### src/rtl/point_frame_tx_pkg.sv
// point_frame_tx_pkg
// Shared constants and types for the point-frame UART transmitter:
//   DEFAULT_NUM_POINTS  default number of (x,y) pairs per frame
//   DEFAULT_SYNC0/1     default frame sync bytes
//   FRAME_LEN           frame length in bytes for the default point count
//   state_e             transmitter FSM states
package point_frame_tx_pkg;

    localparam int unsigned DEFAULT_NUM_POINTS = 12;
    localparam logic [7:0]  DEFAULT_SYNC0      = 8'hAA;
    localparam logic [7:0]  DEFAULT_SYNC1      = 8'h55;

    // SYNC0, SYNC1, SEQ, CNT, 8 bytes per point, CSUM
    function automatic int unsigned frame_len(input int unsigned num_points);
        return 4 + 8 * num_points + 1;
    endfunction

    localparam int unsigned FRAME_LEN = 4 + 8 * DEFAULT_NUM_POINTS + 1;

    typedef enum logic [2:0] {
        StIdle,
        StSyncA,
        StSyncB,
        StSeq,
        StCnt,
        StPayload,
        StCsum
    } state_e;

endpackage

### src/rtl/point_frame_tx.sv
// point_frame_tx
// Serialises one set of (x,y) Q16.16 points into a byte frame for a UART TX FIFO:
//   SYNC0 SYNC1 SEQ CNT {x[i] LE32, y[i] LE32}*NUM_POINTS CSUM
// CSUM is the XOR of SEQ through the last payload byte.
// Ports:
//   clk, rst          clock (rising edge), synchronous active-high reset
//   result_valid      one-cycle pulse; result_x/result_y are captured when idle
//   result_x/result_y signed Q16.16 coordinates, NUM_POINTS entries each
//   fifo_full         TX FIFO full; no write is issued while high
//   dout, wr_en       byte and write strobe to the FIFO (dout is 0 when not writing)
//   busy              a frame is in progress
//   frame_done        one-cycle pulse on the checksum write
//   drop_count        saturating count of result_valid pulses ignored while busy
module point_frame_tx
    import point_frame_tx_pkg::*;
#(
    parameter int unsigned NUM_POINTS = DEFAULT_NUM_POINTS,
    parameter logic [7:0]  SYNC0      = DEFAULT_SYNC0,
    parameter logic [7:0]  SYNC1      = DEFAULT_SYNC1
) (
    input  logic               clk,
    input  logic               rst,
    input  logic               result_valid,
    input  logic signed [31:0] result_x [NUM_POINTS],
    input  logic signed [31:0] result_y [NUM_POINTS],
    input  logic               fifo_full,
    output logic [7:0]         dout,
    output logic               wr_en,
    output logic               busy,
    output logic               frame_done,
    output logic [7:0]         drop_count
);

    localparam int unsigned PAYLOAD_LEN = 8 * NUM_POINTS;
    localparam int unsigned CNT_W       = $clog2(PAYLOAD_LEN);
    localparam int unsigned PT_W        = (NUM_POINTS > 1) ? $clog2(NUM_POINTS) : 1;
    localparam logic [CNT_W-1:0] CNT_LAST = CNT_W'(PAYLOAD_LEN - 1);
    localparam logic [7:0]       CNT_BYTE = 8'(NUM_POINTS);

    state_e             state_q, state_d;
    logic [7:0]         seq_q, seq_d;
    logic [7:0]         csum_q, csum_d;
    logic [CNT_W-1:0]   cnt_q, cnt_d;
    logic [7:0]         drop_q, drop_d;
    logic signed [31:0] x_q [NUM_POINTS];
    logic signed [31:0] y_q [NUM_POINTS];

    logic               accept;
    logic [PT_W-1:0]    pt_idx;
    logic [31:0]        word;
    logic [7:0]         payload_byte;
    logic [7:0]         byte_val;

    assign accept = (state_q == StIdle) && result_valid;

    // Payload counter: bits [2] pick x/y, bits [1:0] pick the byte (LSB first),
    // upper bits are the point index.
    assign pt_idx = PT_W'(cnt_q >> 3);
    assign word   = cnt_q[2] ? y_q[pt_idx] : x_q[pt_idx];

    always_comb begin
        payload_byte = 8'h00;
        unique case (cnt_q[1:0])
            2'd0: payload_byte = word[7:0];
            2'd1: payload_byte = word[15:8];
            2'd2: payload_byte = word[23:16];
            2'd3: payload_byte = word[31:24];
            default: payload_byte = 8'h00;
        endcase
    end

    always_comb begin
        state_d    = state_q;
        seq_d      = seq_q;
        csum_d     = csum_q;
        cnt_d      = cnt_q;
        byte_val   = 8'h00;
        frame_done = 1'b0;
        // Gated by rst so an abort stops writes in the reset cycle itself.
        wr_en      = (state_q != StIdle) && !fifo_full && !rst;

        unique case (state_q)
            StIdle: begin
                if (result_valid) begin
                    state_d = StSyncA;
                    csum_d  = 8'h00;
                    cnt_d   = '0;
                end
            end
            StSyncA: begin
                byte_val = SYNC0;
                if (wr_en) state_d = StSyncB;
            end
            StSyncB: begin
                byte_val = SYNC1;
                if (wr_en) state_d = StSeq;
            end
            StSeq: begin
                byte_val = seq_q;
                if (wr_en) begin
                    csum_d  = csum_q ^ seq_q;
                    state_d = StCnt;
                end
            end
            StCnt: begin
                byte_val = CNT_BYTE;
                if (wr_en) begin
                    csum_d  = csum_q ^ CNT_BYTE;
                    state_d = StPayload;
                end
            end
            StPayload: begin
                byte_val = payload_byte;
                if (wr_en) begin
                    csum_d = csum_q ^ payload_byte;
                    if (cnt_q == CNT_LAST) begin
                        cnt_d   = '0;
                        state_d = StCsum;
                    end else begin
                        cnt_d = cnt_q + CNT_W'(1);
                    end
                end
            end
            StCsum: begin
                byte_val = csum_q;
                if (wr_en) begin
                    frame_done = 1'b1;
                    seq_d      = seq_q + 8'd1;
                    state_d    = StIdle;
                end
            end
            default: state_d = StIdle;
        endcase
    end

    always_comb begin
        drop_d = drop_q;
        if (result_valid && (state_q != StIdle) && (drop_q != 8'hFF)) begin
            drop_d = drop_q + 8'd1;
        end
    end

    assign dout       = wr_en ? byte_val : 8'h00;
    assign busy       = (state_q != StIdle);
    assign drop_count = drop_q;

    always_ff @(posedge clk) begin
        if (rst) begin
            state_q <= StIdle;
            seq_q   <= 8'h00;
            csum_q  <= 8'h00;
            cnt_q   <= '0;
            drop_q  <= 8'h00;
            for (int i = 0; i < int'(NUM_POINTS); i++) begin
                x_q[i] <= '0;
                y_q[i] <= '0;
            end
        end else begin
            state_q <= state_d;
            seq_q   <= seq_d;
            csum_q  <= csum_d;
            cnt_q   <= cnt_d;
            drop_q  <= drop_d;
            // Point data is frozen for the whole frame; only an idle accept loads it.
            if (accept) begin
                x_q <= result_x;
                y_q <= result_y;
            end
        end
    end

endmodule
### config.mk
export PLATFORM = sky130hd
export DESIGN_NAME = point_frame_tx
export DESIGN_NICKNAME = d
export VERILOG_FILES = /design/src/rtl/point_frame_tx_pkg.sv /design/src/rtl/point_frame_tx.sv
export SDC_FILE = /design/constraint.sdc
export NUM_CORES = 2
export LEC_CHECK = 0
export BUFFER_PORTS_ARGS = -buffer_cell sky130_fd_sc_hd__buf_4
export CAP_MARGIN = 25
export CORE_MARGIN = 10
export CORE_UTILIZATION = 25
export CTS_CLUSTER_DIAMETER = 50
export DETAILED_ROUTE_END_ITERATION = 10
export PLACE_DENSITY_LB_ADDON = 0.25
export SLEW_MARGIN = 20
export SYNTH_ARGS = -nofsm -noshare
export SYNTH_HDL_FRONTEND = slang
export SYNTH_SLANG_ARGS = --single-unit
### constraint.sdc
create_clock -name clk -period 6.6 [get_ports clk]
set_input_delay 1.32 -clock clk [delete_from_list [all_inputs] [get_ports clk]]
set_output_delay 1.32 -clock clk [all_outputs]
set_load 0.02 [all_outputs]
==> out/metrics.csv <==
metric,value,unit
syn-cell-area,34500,um^2
finish.utilization,0.334,
initial_core_util,0.251,
rrSetupSlack,2880,ps
ctsResizeCount,0,
maxSlewViolCount,0,
insertion_delay,740,ps
path_cells,buf_12 -> mux4_2 -> nor2b_1 -> a2111oi_0 -> buf_4 -> or4_1 -> a31oi_1 -> a221oi_1 -> nor2_1 -> buf_4,
hold_violations,0,
ys_seq_elements,802,
synth_xor_area_frac,0.00381,
netlist.area_leader.share,0.465,
dp_cells,6454,
pwr_density_cell,297,nW/um^2
numCtsBuffers,113,
cp.arrival,4450,ps
globalplace.congestion,0.884,
period_needed,5770,ps
timing.final.ws_setup,833,ps
synth.cells.most_frequent,"nand2_1 (1600), a21oi_1 (815), dfxtp_1 (802), clkbuf_1 (270), mux4_2 (162)",
switchingPower,0.00374,W
dieHeight,392,um
grt_pass1_vias,32100,
wirelength,165000,um
post_cts_buffers,0,
antenna_found_initial,49,
grt_use_total,0.204,
fillers,14700,
synth_top_cell_by_area,dfxtp_1,
vias,32500,
holdPathEnd,y_q[227]$_SDFFE_PP0P_,
grt_pass1_wl,229000,um
fin_setup_tns,0,ps
syn_to_final_growth,33.1,%
async_reset_ff_frac,0,
start_kind,flip-flop,
synth_top_family_by_area,simple AND/OR/NAND/NOR gates,
cpMaxStageDelayCell,dfxtp_4,
min_path_cells,2,
finalNetCount,5555,
clk_pin_slew,60,ps
synth_nets,4960,
required,5280,ps
ant_nets,0,
synth_compound_area_frac,0.150,
yosysMostFrequentCell,nand2_1,
synth_fa_ha_area_frac,0.00218,
first_pass_iters,5,
p_leak,17.4,nW
crit_top_cell,buf_4,
fmax,173,MHz
post_drt_wl_per_cell,24.7,um
clkPwrFrac,0.477,
ys_warn_count,0,
synth.distinct_cells,60,
intPower,0.00992,W
tightest_slew,1050,ps
synth-edff-count,0,
core_area,137000,um^2
setup_viol,0,
cp_num_buf_inv,3,
cts_buffer_depth,3,
num_io_pins,791,
place_hpwl,125000,um
synthMuxAreaShare,0.134,
gr-total-overflow,0,
synthSimpleGateAreaFrac,0.201,
relSlewSlack,0.297,
final.setup_skew,27.4,ps
syn_inst,4182,
hold_path.startpoint,y_q[227]$_SDFFE_PP0P_,
max_cap_viol_count,0,
postCtsHoldBufs,0,
io_buffers,790,
crit_fanout,51,
cpLargestDelayFamily,compound AO/OA/AOI/OAI gates,
path_class,flip-flop to output port,
status,finished clean,
synth_flop_cell,dfxtp_1,
viasPerCell,4.86,
place_ws,1470,ps
seqPwrFrac,0.397,
layout-drive-gt1-share,0.258,
grt_max_degree,221,
cts_tree,built,
endpoint_kind,output port,
slowest_delay,860,ps
cts_root_buf,clkbuf_16,
final_cells,6689,
cts.htree.levels,3,
r2r-end,csum_q[3]$_SDFFE_PP0P_,
max-vdd-ir-drop,194,uV
rows,136,
drt-initial-drc-count,2232,
switching_share,0.274,
rsz0062_at_grt,no,
synth.avg_cell_area,8.25,um^2
dieArea,153000,um^2
ys_seq_area_frac,0.465,
die_w,392,um
power,0.0137,W
cts.sinks,802,
combinationalPowerShare,0.126,
crit_start,cnt_q[4]$_SDFFE_PP0P_,
r2r_start,cnt_q[4]$_SDFFE_PP0P_,
fin_crit_sh,0.874,
drc_errors,0,
r2r_cells,8,
hp-class,flip-flop to flip-flop,
ys_top_cells_by_area,"dfxtp_1 (47%), nand2_1 (17%), a21oi_1 (12%)",
==> layer usage <==
metal	share of wire	track usage	up-vias
li1	-	-	15400
met5	0.0012	0	-
met3	0.073	0.0528	225
met2	0.50	0.353	1007
met4	0.026	0.0609	32
met1	0.40	0.248	15900
==> power groups by stage <==
stage               Combinational [W]  Sequential [W]  Clock, W
floorplan                    0.000947         0.00542         0
global placement              0.00172         0.00551         0
detailed placement            0.00174         0.00552         0
CTS                           0.00174         0.00541   0.00666
global route                  0.00190         0.00545   0.00685
finish                        0.00172         0.00542   0.00652
==> worst max path at each step <==
stage	slack, ps	endpoint	cells past startpoint
floorplan	2490	dout[0]	5
global placement	1450	dout[5]	10
detailed placement	1470	dout[5]	10
CTS	640	dout[5]	10
global route	560	dout[5]	10
finish	830	dout[5]	10
==> logic make-up (layout without fill, tap and decap cells) <==
| kind of cell | Yosys count | in the layout |
|---|---|---|
| compound gates | 972 | 972 |
| xor+xnor | 15 | 15 |
| fa+ha+maj | 6 | 6 |
| buf+inv | 360 | 1053 |
| flops | 802 | 802 |
| mux | 250 | 250 |
| other cells | 0 | 20 |
| simple gates | 1777 | 1777 |
==> metrics by stage <==
step / hold slack, ps / area, um^2
floorplan: 432 / 34500
global placement: 439 / 41700
detailed placement: 443 / 41800
CTS: 451 / 45800
global route: 463 / 45900
finish: 448 / 45900
==> flip-flops by register name (all words and copies together) (netlist names) <==
register    flops
seq_q           8
x_q           384
state_q         3
y_q           384
csum_q          8
drop_count      8
cnt_q           7
==> worst register-to-register path, stage by stage, from the launching register on <==
cell and delay, ps:
dfxtp_4 860, buf_4 570, mux4_2 570, mux2i_1 350
o21ai_0 330, o221ai_1 320, a31o_2 230, nand2_1 60
a221o_1 330
==> final cells by class <==
| cell class | instances | area, um^2 | area share |
|---|---|---|---|
| Sequential cell | 802 | 16100 | 0.350 |
| Multi-Input combinational cell | 3020 | 17000 | 0.369 |
| Timing Repair Buffer | 829 | 6490 | 0.141 |
| Clock inverter | 72 | 955 | 0.0208 |
| Clock buffer | 141 | 3100 | 0.0676 |
| Tap cell | 1794 | 2240 | 0.0489 |
| Inverter | 11 | 41.3 | 0.000899 |
| Antenna cell | 20 | 50.0 | 0.00109 |
==> cells in the final DEF (no fill, tap or decap), types with 32 or more instances in the layout <==
master     netlist  routed
nand2_1       1600    1599
a21oi_1        815     815
buf_4           17     809
dfxtp_1        802     797
mux4_2         162     162
clkbuf_16        0     114
nor2_1          60      59
mux2_2          48      48
mux2i_1         38      38
nand3_1         37      37
o21ai_0         32      32
Power figures use the tool's default switching activity.
